===== config.mk =====
export PLATFORM = sky130hd
export DESIGN_NAME = if_id_stage
export DESIGN_NICKNAME = d
export VERILOG_FILES = /design/src/rtl/if_id_stage.sv
export SDC_FILE = /design/constraint.sdc
export NUM_CORES = 1
export LEC_CHECK = 0
export ABC_CLOCK_PERIOD_IN_PS = 2400
export BUFFER_PORTS_ARGS = -buffer_cell sky130_fd_sc_hd__buf_2
export CAP_MARGIN = 10
export CORE_MARGIN = 2
export CORE_UTILIZATION = 45
export CTS_BUF_LIST = sky130_fd_sc_hd__clkbuf_8
export CTS_CLUSTER_SIZE = 14
export DETAILED_ROUTE_END_ITERATION = 12
export PLACE_DENSITY = 0.83
export SLEW_MARGIN = 10
export SYNTH_ARGS = -nofsm -noshare
export SYNTH_HDL_FRONTEND = slang
export SYNTH_SLANG_ARGS = --single-unit

===== constraint.sdc =====
create_clock -name Clk -period 2.4 [get_ports Clk]
set_input_delay 0.24 -clock Clk [delete_from_list [all_inputs] [get_ports Clk]]
set_output_delay 0.24 -clock Clk [all_outputs]
set_load 0.02 [all_outputs]

===== src/rtl/if_id_stage.sv =====
// rtl/if_id_stage.sv - Fetch stage PC register plus IF/ID pipeline register
//
// Holds the fetch PC and the IF/ID pipeline register. The hazard unit controls
// them through PCWrite, IFIDWrite and Flush. Branches taken in ID redirect the
// PC through Branch and BranchTarget.
//
// Optional feature: define IF_ID_PERF_COUNT_EN to add the saturating
// StallCount and FlushCount performance counters. Without that macro the
// counters and their ports do not exist.
//
// Ports:
//   Clk             in   rising-edge clock
//   Reset           in   synchronous active-high reset
//   PCWrite         in   1 = PC may advance, 0 = stall (PC and IF/ID hold)
//   IFIDWrite       in   1 = IF/ID may load, 0 = IF/ID holds
//   Flush           in   1 = load a bubble into IF/ID instead of the fetched word
//   Branch          in   1 = redirect PC to BranchTarget
//   BranchTarget    in   [31:0] redirect address
//   InstrData       in   [31:0] instruction memory read data at PC
//   PC              out  [31:0] current fetch address
//   Instruction     out  [31:0] IF-stage instruction (InstrData passed through)
//   InstructionIFID out  [31:0] registered IF/ID instruction
//   PCPlus4IFID     out  [31:0] registered PC+4 of the IF/ID instruction
//   ValidIFID       out  1 = IF/ID holds a real instruction, 0 = bubble
//   StallCount      out  [15:0] edges with PCWrite=0 (IF_ID_PERF_COUNT_EN only)
//   FlushCount      out  [15:0] edges with PCWrite=1 and Flush=1 (IF_ID_PERF_COUNT_EN only)

module if_id_stage (
    input  logic        Clk,
    input  logic        Reset,
    input  logic        PCWrite,
    input  logic        IFIDWrite,
    input  logic        Flush,
    input  logic        Branch,
    input  logic [31:0] BranchTarget,
    input  logic [31:0] InstrData,
    output logic [31:0] PC,
    output logic [31:0] Instruction,
    output logic [31:0] InstructionIFID,
    output logic [31:0] PCPlus4IFID,
    output logic        ValidIFID
`ifdef IF_ID_PERF_COUNT_EN
    ,
    output logic [15:0] StallCount,
    output logic [15:0] FlushCount
`endif
);

    // The adder is 32 bits wide, so 0xFFFFFFFC + 4 wraps to 0.
    logic [31:0] pc_plus4;

    assign pc_plus4    = PC + 32'd4;
    assign Instruction = InstrData;

    // PCWrite=0 freezes both PC and IF/ID. Branch and Flush are ignored in that
    // cycle because the branch operands are stale during a load-use stall.
    always_ff @(posedge Clk) begin
        if (Reset) begin
            PC              <= 32'h0000_0000;
            InstructionIFID <= 32'h0000_0000;
            PCPlus4IFID     <= 32'h0000_0000;
            ValidIFID       <= 1'b0;
        end else if (PCWrite) begin
            PC <= Branch ? BranchTarget : pc_plus4;
            // When IFIDWrite=0 the PC still moves, and the fetched word is dropped.
            if (IFIDWrite) begin
                if (Flush) begin
                    // A bubble is sll $0,$0,0 with no return address and not valid.
                    InstructionIFID <= 32'h0000_0000;
                    PCPlus4IFID     <= 32'h0000_0000;
                    ValidIFID       <= 1'b0;
                end else begin
                    InstructionIFID <= InstrData;
                    PCPlus4IFID     <= pc_plus4;
                    ValidIFID       <= 1'b1;
                end
            end
        end
    end

`ifdef IF_ID_PERF_COUNT_EN
    // Both counters stop at 0xFFFF instead of rolling over.
    always_ff @(posedge Clk) begin
        if (Reset) begin
            StallCount <= 16'h0000;
            FlushCount <= 16'h0000;
        end else begin
            if (!PCWrite && StallCount != 16'hFFFF) begin
                StallCount <= StallCount + 16'd1;
            end
            if (PCWrite && Flush && FlushCount != 16'hFFFF) begin
                FlushCount <= FlushCount + 16'd1;
            end
        end
    end
`endif

endmodule


==> After elaboration in Yosys (flattened, before gate mapping) <==
Cells that the tools add are included.
{ "totals": {"reg_bits": 97, "elab_cells": 10, "input_bits": 70} }
{ "op_classes": {"n_addsub": 1, "n_reduce_logical": 1, "mux": 4} }
{ "ops": {"columns": ["op", "count"], "rows": [
  ["2-to-1 mux 32 bit", 3],
  ["adder 32 x 3 -> 32 bit (second input constant)", 1],
  ["AND reduction 2 bit", 1],
  ["2-to-1 mux 1 bit", 1]
]} }

==> Depth between registers and ports, before layout <==
{ "depth": {"ltp_word": 2, "depth_mapped": 7, "ltp_nobuf": 6} }

==> Worst setup path after synthesis <==
OpenSTA, ideal clock, no wires.
{ "synth_path": {"path_type": "register to register", "start": "register PC[2]", "end": "register PC[30]", "arrival_ns": 1.956, "synth_period_minus_slack_ns": 2.030, "path_slack_ns": 0.370, "n_path_buf": 0, "t_required_ns": 2.326, "path_stages_with_launch": 7, "path_cell_list": "dfxtp_1 > ha_1 > nand4_1 > nor2_1 > nand3_1 > or3_1 > a31oi_1"} }
{ "synth_via": {"elab_chain_len": 2} }
{ "synth_lines": {"columns": ["item", "line_no", "rtl"], "rows": [
  ["start, declared", "37", "output logic [31:0] PC,"],
  ["start signal, assigned", "64", "PC <= Branch ? BranchTarget : pc_plus4;"],
  ["adder 32 x 3 -> 32 bit", "52", "assign pc_plus4 = PC + 32'd4;"],
  ["2-to-1 mux 32 bit", "64", null]
]} }
No other way between the ends.
A chain may end at the register's enable or synchronous reset.

==> Final worst setup path <==
{ "layout_path": {"start": "register PC[3]", "end": "register PC[22]"} }
The elaborated chain is that of the path after synthesis.

==> impl_metrics.env <==
export IMPL_status="finished, final reports clean"
export IMPL_clock_sinks=97
export IMPL_drc=0
export IMPL_diodes=0
export IMPL_critPathMaxFanout=7
export IMPL_fp_dieW_um=109
export IMPL_p_leak_nw=2.57
export IMPL_tightest_slew_ns=0.738
export IMPL_synth_seq_area_share_pct=39.5
export IMPL_yosys_warnings=0
export IMPL_gp_congestion=0.963
export IMPL_ir_worst_vdd_v=0.000296
export IMPL_finalMaxSlewViolations=0
export IMPL_final_cell_area_um2=5970
export IMPL_cts_post_setup_buffers_inserted=0
export IMPL_dp_cells=876
export IMPL_relSlewSlack_pct=50.8
export IMPL_vias=4876
export IMPL_synth_area_um2=4920
export IMPL_antenna_found_initial=1
export IMPL_core_um2=10700
export IMPL_endpoint_kind="flip-flop"
export IMPL_syn_inst=608
export IMPL_floorplan_die_area_um2=11800
export IMPL_die_y_um=109
export IMPL_dr_pass1_iters=5
export IMPL_syn_avg_cell_area_um2=8.09
export IMPL_timing_setup_tns_ns=0
export IMPL_critPathArrivalTime_ns=2.42
export IMPL_route_antenna_remaining_nets=0
export IMPL_start_util_pct=45.8
export IMPL_drt_wl_total_mm=14.0
export IMPL_drt_iter0_markers=307
export IMPL_min_period_ns=2.17
export IMPL_power_density_nw_per_um2=570
export IMPL_timing_final_hold_violations=0
export IMPL_worstSkewPairLatency_ns=0.38
export IMPL_cts_buffers=9
export IMPL_grt_usage_pct=24.0
export IMPL_yosys_cell_types_count=50
export IMPL_pre_cts_slack_ns=0.249
export IMPL_hp_class="in -> reg"
export IMPL_first_global_vias=4498
export IMPL_synth_top_family_by_area="simple AND/OR/NAND/NOR gates"
export IMPL_total_power_mw=3.40
export IMPL_clock_root_buffer="clkbuf_8"
export IMPL_fmax_ghz=0.461
export IMPL_critPathKind="reg -> reg"
export IMPL_grt_pass1_wl_mm=22.4
export IMPL_ys_ff_latch=97
export IMPL_synth_mux_area_share_pct=2.03
export IMPL_cts_resized=0
export IMPL_setup_viol=0
export IMPL_overflow=0
export IMPL_crit_required_ns=2.65
export IMPL_grt_max_degree=49
export IMPL_fin_skew_ns=0.00911
export IMPL_worstHoldPathCells=3
export IMPL_dpl_hpwl_mm=10.2
export IMPL_hold_buffers=0
export IMPL_clock_path_buffers=2
export IMPL_vias_per_cell=5.47
export IMPL_fin_cells=892
export IMPL_layout_nets=818
export IMPL_path_clk_slew_ns=0.10
export IMPL_setup_slack_ns=0.230
export IMPL_nFillCells=1057
export IMPL_async_reset_ff_share_pct=0
export IMPL_synth_simple_gate_area_share_pct=26.4
export IMPL_synth_xor_area_share_pct=4.81
export IMPL_place_area_um2=5760
export IMPL_cts_tree="built"
export IMPL_drive_gt1_share_pct=32.4
export IMPL_row_count=38
export IMPL_cp_start_kind="flip-flop"
export IMPL_syn2layout_area_growth_pct=21.4
export IMPL_holdWs_ns=0.0982
export IMPL_h_tree_depth=3
export IMPL_ff2ff_path_depth=6
export IMPL_synth_nets=679
export IMPL_synth_edff_count=0
export IMPL_yosys_area_share_adder_pct=0.254
export IMPL_drv_cap=0
export IMPL_fin_crit_sh_pct=90.4
export IMPL_ys_dominant_reg_cell="dfxtp_1"
export IMPL_io_pins=199
export IMPL_fin_util_pct=55.6
export IMPL_wl_per_cell_um=15.7
export IMPL_io_buffers=198
export IMPL_rsz0062_at_grt="false"
export IMPL_synth_compound_area_share_pct=17.6
==> path summary, 6_finish.rpt <==
kind                                     start                           end  slack (ns)
hold reg to reg   PCPlus4IFID[26]$_SDFFE_PP0P_  PCPlus4IFID[26]$_SDFFE_PP0P_        0.44
setup reg to reg            PC[3]$_SDFFE_PP0P_           PC[22]$_SDFFE_PP0P_        0.23
hold / removal                 BranchTarget[0]            PC[0]$_SDFFE_PP0P_         0.1
setup / recovery            PC[3]$_SDFFE_PP0P_           PC[22]$_SDFFE_PP0P_        0.23
==> final cells by class <==
type                       instances  area, um^2  area share [%]
multi-input combinational        422        2520            42.2
sequential                        97        1940            32.5
timing repair buffer             214        1110            18.6
tap                              140         175            2.93
clock buffer                      10         138            2.30
clock inverter                     6        73.8            1.24
inverter                           3        11.3           0.189
==> cell usage after synthesis, drive strengths merged, types with 2 or more instances <==
cell type | count | share of area (%)
nand4 | 12 | 2.0
nor2 | 75 | 5.7
or2 | 2 | 0.25
a22o | 4 | 0.71
or3b | 2 | 0.36
nand3 | 13 | 1.4
nor4 | 7 | 1.6
a22oi | 20 | 3.1
mux2i | 10 | 2.0
nand2b | 3 | 0.38
nor3b | 37 | 5.7
nand3b | 4 | 0.61
xnor2 | 17 | 3.0
and3 | 5 | 0.64
a211oi | 5 | 0.76
a31oi | 8 | 1.0
dfxtp | 97 | 39
o21ai | 32 | 3.3
clkbuf | 45 | 3.5
a32o | 5 | 1.0
nand2 | 51 | 3.9
nor4b | 2 | 0.48
xor2 | 10 | 1.8
and4 | 5 | 0.89
a21oi | 61 | 6.2
inv | 3 | 0.23
nor2b | 8 | 1.0
or3 | 6 | 0.76
o41ai | 2 | 0.36
nor3 | 6 | 0.61
o31ai | 4 | 0.61
buf | 41 | 5.7
==> sequential cells by signal (all words and copies together), names as in the netlist <==
register         flops
PC                  32
ValidIFID            1
InstructionIFID     32
PCPlus4IFID         32
==> cell usage in the layout, fill, tap and decap left out, types with 10 or more instances in the layout <==
cell type	count
clkbuf_8	10
a21oi_1	61
nor3b_1	36
nand3_1	12
buf_4	16
xor2_1	10
nand2_1	50
dfxtp_1	97
mux2i_1	10
a22oi_1	20
buf_2	198
o21ai_0	28
nor2_1	74
nand4_1	10
xnor2_1	17
==> critical path, cell delays in order, from the launching register on <==
cell and delay [ns]:
dfxtp_1 0.40, ha_1 0.31, nand4_1 0.34, nor4_1 0.53
buf_4 0.21, mux2i_1 0.18, a21oi_1 0.08
==> routing by layer <==
layer  wire [um]  vias up  GRT usage (%)
li1            -     2385              -
met2        6710      213           40.2
met5           0        -              0
met3        1250       24           6.15
met4         298        0           9.43
met1        5770     2254           29.4
==> power breakdown <==
part / switching (mW) / total, mW / internal, mW
registers: 0.0713 / 1.73 / 1.66
logic: 0.326 / 0.526 / 0.200
clock network: 0.622 / 1.15 / 0.523
total: 1.02 / 3.40 / 2.38
==> cell families after synthesis <==
logic type | Yosys count
fa+ha+maj | 1
compound gates | 145
buf+inv | 89
flops | 97
mux | 10
simple gates | 239
xor+xnor | 27
Power figures use the tool's default switching activity.
